===== src/rtl/time_unit_counter.sv =====
// Modulo-MODULO time-field counter with cascade tick, up/down buttons with
// hold-to-auto-repeat, synchronous load and registered carry/borrow pulses.
module time_unit_counter #(
  parameter int WIDTH         = 6,
  parameter int MODULO        = 24,
  parameter int RESET_VAL     = 0,
  parameter int HOLD_CYCLES   = 500,
  parameter int REPEAT_CYCLES = 100
) (
  input  logic             clk_i,
  input  logic             rstn_i,
  input  logic             tick_i,
  input  logic             inc_i,
  input  logic             dec_i,
  input  logic             load_i,
  input  logic [WIDTH-1:0] load_val_i,
  output logic [WIDTH-1:0] value_o,
  output logic             carry_o,
  output logic             borrow_o
);

  localparam int TMAX = (HOLD_CYCLES > REPEAT_CYCLES) ? HOLD_CYCLES : REPEAT_CYCLES;
  localparam int TW   = (TMAX > 1) ? $clog2(TMAX) : 1;

  localparam logic [TW-1:0]    HOLD_LAST = TW'(HOLD_CYCLES - 1);
  localparam logic [TW-1:0]    REP_LAST  = TW'(REPEAT_CYCLES - 1);
  localparam logic [WIDTH:0]   MOD_X     = (WIDTH+1)'(MODULO);
  localparam logic [WIDTH-1:0] TOP_V     = WIDTH'(MODULO - 1);
  localparam logic [WIDTH-1:0] RST_V     = WIDTH'(RESET_VAL);

  typedef enum logic [1:0] {
    IDLE     = 2'd0,
    HOLD     = 2'd1,
    REPEAT   = 2'd2,
    WAIT_REL = 2'd3
  } state_t;

  state_t            state_r, state_nxt_s;
  logic [TW-1:0]     timer_r, timer_nxt_s;
  logic              dir_up_r, dir_up_nxt_s;
  logic              step_up_s, step_dn_s;
  logic              own_s, opp_s;
  logic [TW-1:0]     last_s;

  logic [WIDTH:0]    sum_s;
  logic              load_ok_s;
  logic [WIDTH-1:0]  val_nxt_s;
  logic              carry_nxt_s, borrow_nxt_s;

  // Button FSM next-state decode; a step is issued on the edge that samples it.
  always_comb begin
    state_nxt_s  = state_r;
    timer_nxt_s  = timer_r;
    dir_up_nxt_s = dir_up_r;
    step_up_s    = 1'b0;
    step_dn_s    = 1'b0;
    own_s        = dir_up_r ? inc_i : dec_i;
    opp_s        = dir_up_r ? dec_i : inc_i;
    last_s       = (state_r == HOLD) ? HOLD_LAST : REP_LAST;
    case (state_r)
      IDLE: begin
        if (inc_i ^ dec_i) begin
          step_up_s    = inc_i;
          step_dn_s    = dec_i;
          dir_up_nxt_s = inc_i;
          timer_nxt_s  = '0;
          state_nxt_s  = HOLD;
        end else begin
          state_nxt_s  = IDLE;
        end
      end
      HOLD, REPEAT: begin
        if (!own_s) begin
          timer_nxt_s = '0;
          state_nxt_s = IDLE;
        end else if (opp_s) begin
          timer_nxt_s = '0;
          state_nxt_s = WAIT_REL;
        end else if (timer_r == last_s) begin
          step_up_s   = dir_up_r;
          step_dn_s   = !dir_up_r;
          timer_nxt_s = '0;
          state_nxt_s = REPEAT;
        end else begin
          timer_nxt_s = timer_r + 1'b1;
        end
      end
      WAIT_REL: begin
        if (!inc_i && !dec_i) begin
          state_nxt_s = IDLE;
        end else begin
          state_nxt_s = WAIT_REL;
        end
      end
      default: begin
        timer_nxt_s = '0;
        state_nxt_s = IDLE;
      end
    endcase
  end

  // Value datapath: valid load wins, then net step of tick + up - down.
  always_comb begin
    val_nxt_s    = value_o;
    carry_nxt_s  = 1'b0;
    borrow_nxt_s = 1'b0;
    sum_s        = {1'b0, value_o} + {{WIDTH{1'b0}}, tick_i} + {{WIDTH{1'b0}}, step_up_s};
    load_ok_s    = load_i && ({1'b0, load_val_i} < MOD_X);
    if (load_ok_s) begin
      val_nxt_s = load_val_i;
    end else if (step_dn_s) begin
      // A tick cancels a down step; only a bare down step moves the value.
      if (tick_i) begin
        val_nxt_s = value_o;
      end else if (value_o == '0) begin
        val_nxt_s    = TOP_V;
        borrow_nxt_s = 1'b1;
      end else begin
        val_nxt_s = value_o - 1'b1;
      end
    end else if (tick_i || step_up_s) begin
      if (sum_s >= MOD_X) begin
        val_nxt_s   = WIDTH'(sum_s - MOD_X);
        carry_nxt_s = 1'b1;
      end else begin
        val_nxt_s   = sum_s[WIDTH-1:0];
      end
    end else begin
      val_nxt_s = value_o;
    end
  end

  // State, timer, direction and registered outputs.
  always_ff @(posedge clk_i or negedge rstn_i) begin
    if (!rstn_i) begin
      state_r  <= IDLE;
      timer_r  <= '0;
      dir_up_r <= 1'b1;
      value_o  <= RST_V;
      carry_o  <= 1'b0;
      borrow_o <= 1'b0;
    end else begin
      state_r  <= state_nxt_s;
      timer_r  <= timer_nxt_s;
      dir_up_r <= dir_up_nxt_s;
      value_o  <= val_nxt_s;
      carry_o  <= carry_nxt_s;
      borrow_o <= borrow_nxt_s;
    end
  end

endmodule


===== config.mk =====
export PLATFORM = sky130hd
export DESIGN_NAME = time_unit_counter
export DESIGN_NICKNAME = d
export VERILOG_FILES = /design/src/rtl/time_unit_counter.sv
export SDC_FILE = /design/constraint.sdc
export NUM_CORES = 1
export LEC_CHECK = 0
export ABC_AREA = 1
export CORE_UTILIZATION = 52
export CTS_BUF_LIST = sky130_fd_sc_hd__clkbuf_8
export CTS_CLUSTER_DIAMETER = 150
export DETAILED_ROUTE_END_ITERATION = 16
export PLACE_DENSITY = 0.75
export SYNTH_ARGS = -nofsm -noshare
export SYNTH_HDL_FRONTEND = slang
export SYNTH_SLANG_ARGS = --single-unit

===== constraint.sdc =====
create_clock -name clk_i -period 2.4 [get_ports clk_i]
set_input_delay 0.24 -clock clk_i [delete_from_list [all_inputs] [get_ports clk_i]]
set_output_delay 0.24 -clock clk_i [all_outputs]
set_load 0.1 [all_outputs]

==> results.yml <==
synth:
  synth_top_area_frac: 0.2932
  synth-compound-area-share: 0.09105
  yosys.area_share.xor_xnor: 0.01080
  synth_edf_count: 0
  yosys.area_share.simple: 0.4236
  syn_area_mm2: 0.001622
  synth_top_area_cell: "dfrtp_1"
  synth_top_family_by_area: "simple AND/OR/NAND/NOR gates"
  yosys_warnings: 0
  synth_area_leaders: "dfrtp_1, nand2_1, ha_1, inv_1, nand3_1"
  synth_top_flop_cell: "dfrtp_1"
  syn_inst: 227
  synthDistinctLibCells: 38
  synthAdderAreaFrac: 0.08951
  postSynthAreaPerCell_um2: 7.143
  synth_mux_area_frac: 0
  synthArstFlopShare: 1.000
  ys_seq_elements: 20
  seq_area_frac_synth: 0.3094
  synth_fp_nets: 250
global_routing:
  grt_usage: 0.2508
  grt_max_degree: 13
  grt_pass1_vias: 1568
  gr-total-overflow: 0
  grt_pass1_wl_um: 6610
  antenna_found_initial: 0
drt:
  avgRoutedWirePerCell_um: 12.47
  route.detailed.drc: 2
  drtIter0Drc: 57
  drt-vias-per-instance: 5.314
  drt_wl_total_um: 3815
  vias: 1626
  dr.pass1.iters: 10
  drtAntennaViolNets: 0
worst_setup_path:
  cp_top_family: "simple AND/OR/NAND/NOR gates"
  crit_type: "reg2reg"
  crit_fanout: 3
  start_kind: "register"
  path_common_cell: "nand2_1"
  r2r_slack_ns: -0.03
  regToRegEndpoint: "value_o[3]"
  path_cells: "inv_2 -> ha_4 -> nand4_1 -> inv_1 -> nand3_1 -> nand2_1 -> nand2_2 -> fa_2 -> inv_2 -> nand2_4 -> o21bai_4 -> nand2_2 -> nand2_2 -> nand2_1 -> nand2_1 -> nand2_1 -> nand3_1 -> nand2_1 -> nand2_1 -> nand2_1"
  reg2reg_depth: 20
  critPathArrivalTime_ns: 2.59
  required_ns: 2.56
  rr_startpoint: "state_r[0]"
  critPathBufInv: 3
  critPathCaptureType: "register"
  critPathMaxStageDelay_ns: 0.40
  crit_slowest_cell: "dfrtp_1"
finish:
  antennaDiodeCount: 0
  filler_cell_count: 212
  finalNetCount: 299
  ff_latch_area_um2: 503.0
  layout.cells.non_filler: 306
  multiInputGateArea_mm2: 0.001065
  final_cell_area_mm2: 0.002171
  drive_above_1_share: 0.2945
  syn_to_final_growth_pct: 33.87
  final_core_util: 0.7610
clocking:
  clkLatencyLatePin_ns: 0.26
  tritoncts: "built"
  clk_pin_slew_ns: 0.08
  cts_buffer_depth: 2
  htree_num_levels: 1
  postCtsHoldBufs: 0
  cts.sinks: 20
  numCtsBuffers: 3
  root_buffer: "clkbuf_8"
timing:
  fmax_mhz: 411.7
  fin_skew_ns: 0.001151
  rsz0062_at_grt: "yes"
  setup_tns_ns: -0.03860
  postLayoutSetupSlackWorst_ns: -0.02873
  slew_violations: 0
  fin_crit_sh: 1.012
  hold_slack_ns: 0.3104
  period_needed_ns: 2.429
  finalHoldViolations: 0
  slew_headroom: 0.6612
  tightest_slew_ns: 0.5066
  setup_viol: 2
placed_design:
  place_hpwl_um: 2824
  post_dp_cell_area_mm2: 0.001991
  dp_slack_ns: -0.1321
  placed_cells: 295
  routabilityCongestion: 0.9294
  io_buffers: 19
floorplan:
  die_x_um: 57.84
  die_h_um: 57.84
  ios: 20
  rows: 19
  die_area_mm2: 0.003345
  core_mm2: 0.002853
  initial_core_util: 0.5684
status:
  status: "finished with violations"
  violations: "DRC, setup timing"
power_and_ir_drop:
  p_comb_frac: 0.626
  clockPowerShare: 0.145
  p_sw_frac: 0.5074
  p_seq_frac: 0.229
  totalPowerFinal_mw: 2.376
  internal-power_mw: 1.171
  switchingPower_mw: 1.206
  p_per_area_mw_per_mm2: 1095
  p_leak_nw: 1.100
  ir_drop_uv: 868.8
hold_path:
  hp-class: "in2async"
run:
  drv_cap: 0
## area by class of cell
class	count	area share
tap	31	0.01787
multi-input combinational	175	0.4905
sequential	20	0.2317
inverter	29	0.05014
timing repair buffer	47	0.1769
clock buffer	3	0.01902
clock inverter	1	0.01383
## Yosys cell counts (3+ instances only)
| cell | number |
|---|---|
| nor3_1 | 4 |
| a21oi_1 | 7 |
| nand4_1 | 8 |
| nand3_1 | 20 |
| nand2_2 | 3 |
| o21ai_0 | 7 |
| inv_1 | 27 |
| nor2_2 | 5 |
| dfrtp_1 | 19 |
| nor2_1 | 15 |
| nand2_1 | 66 |
| ha_1 | 10 |
| or2_2 | 3 |
| nand2_4 | 4 |
## layer usage
metal | share of wire | vias up | GRT usage | wire, um
met3 | 0.072 | 7 | 0.02902 | 273
met5 | 0 | - | 0 | 0
met4 | 0.010 | 0 | 0.07483 | 38
met1 | 0.46 | 711 | 0.3366 | 1766
met2 | 0.46 | 68 | 0.4253 | 1737
li1 | - | 840 | - | -
## power groups by stage
| stage | registers (mW) | logic (mW) | clock network (mW) |
|---|---|---|---|
| after floorplan | 0.872 | 0.672 | 0 |
| after global placement | 0.540 | 1.32 | 0 |
| after detailed placement | 0.541 | 1.33 | 0 |
| after CTS | 0.541 | 1.41 | 0.354 |
| after global routing | 0.561 | 1.62 | 0.360 |
| final | 0.545 | 1.49 | 0.345 |
## timing repair
item	in CTS	in global routing
resized for setup	12	7
setup buffers	5	3
pin swaps	13	12
endpoints found under the setup margin	4	5
## registers in the layout, indices dropped and copies added, names as in the netlist
signal / count
dir_up_r: 1
value_o: 6
state_r: 2
timer_r: 9
borrow_o: 1
carry_o: 1
## logic make-up (layout without fill, tap and decap cells)
| kind of cell | count (synthesis) | count (layout) |
|---|---|---|
| AO/OA/AOI/OAI | 24 | 24 |
| XOR/XNOR | 2 | 2 |
| adder cells (fa/ha/maj) | 11 | 11 |
| buffers and inverters | 32 | 80 |
| flip-flops | 20 | 20 |
| AND/OR/NAND/NOR | 138 | 138 |
## how the worst max path moves through the flow
stage / from / to / slack, ns / cells after the start
floorplan: state_r[0] / value_o[3] / 0.003 / 20
global placement: inc_i / value_o[3] / -0.09 / 19
detailed placement: inc_i / value_o[3] / -0.13 / 19
CTS: state_r[0] / value_o[3] / -0.03 / 20
global route: state_r[0] / value_o[3] / -0.21 / 20
finish: state_r[0] / value_o[3] / -0.03 / 20
## layout by cell type (no fill, tap or decap), types with 2 or more instances in the layout
cell type        netlist  routed
or2_2                  3       3
a21oi_1                7       7
inv_1                 27      24
nor2_4                 1       3
clkinv_1               2       2
clkdlybuf4s50_1        0      11
nand2_4                4       5
nor3_1                 4       4
inv_2                  0       3
nand3b_1               2       2
nand4_1                8       8
nand3_1               20      20
nand2_1               66      61
buf_4                  0      35
o21ai_0                7       7
ha_1                  10       8
o211ai_1               2       2
o21ai_2                2       2
nand2_2                3       7
nor2_1                15      12
nor2_2                 5       6
clkbuf_8               0       3
dfrtp_1               19      18
Note: power is estimated with default switching activity, not from simulation.
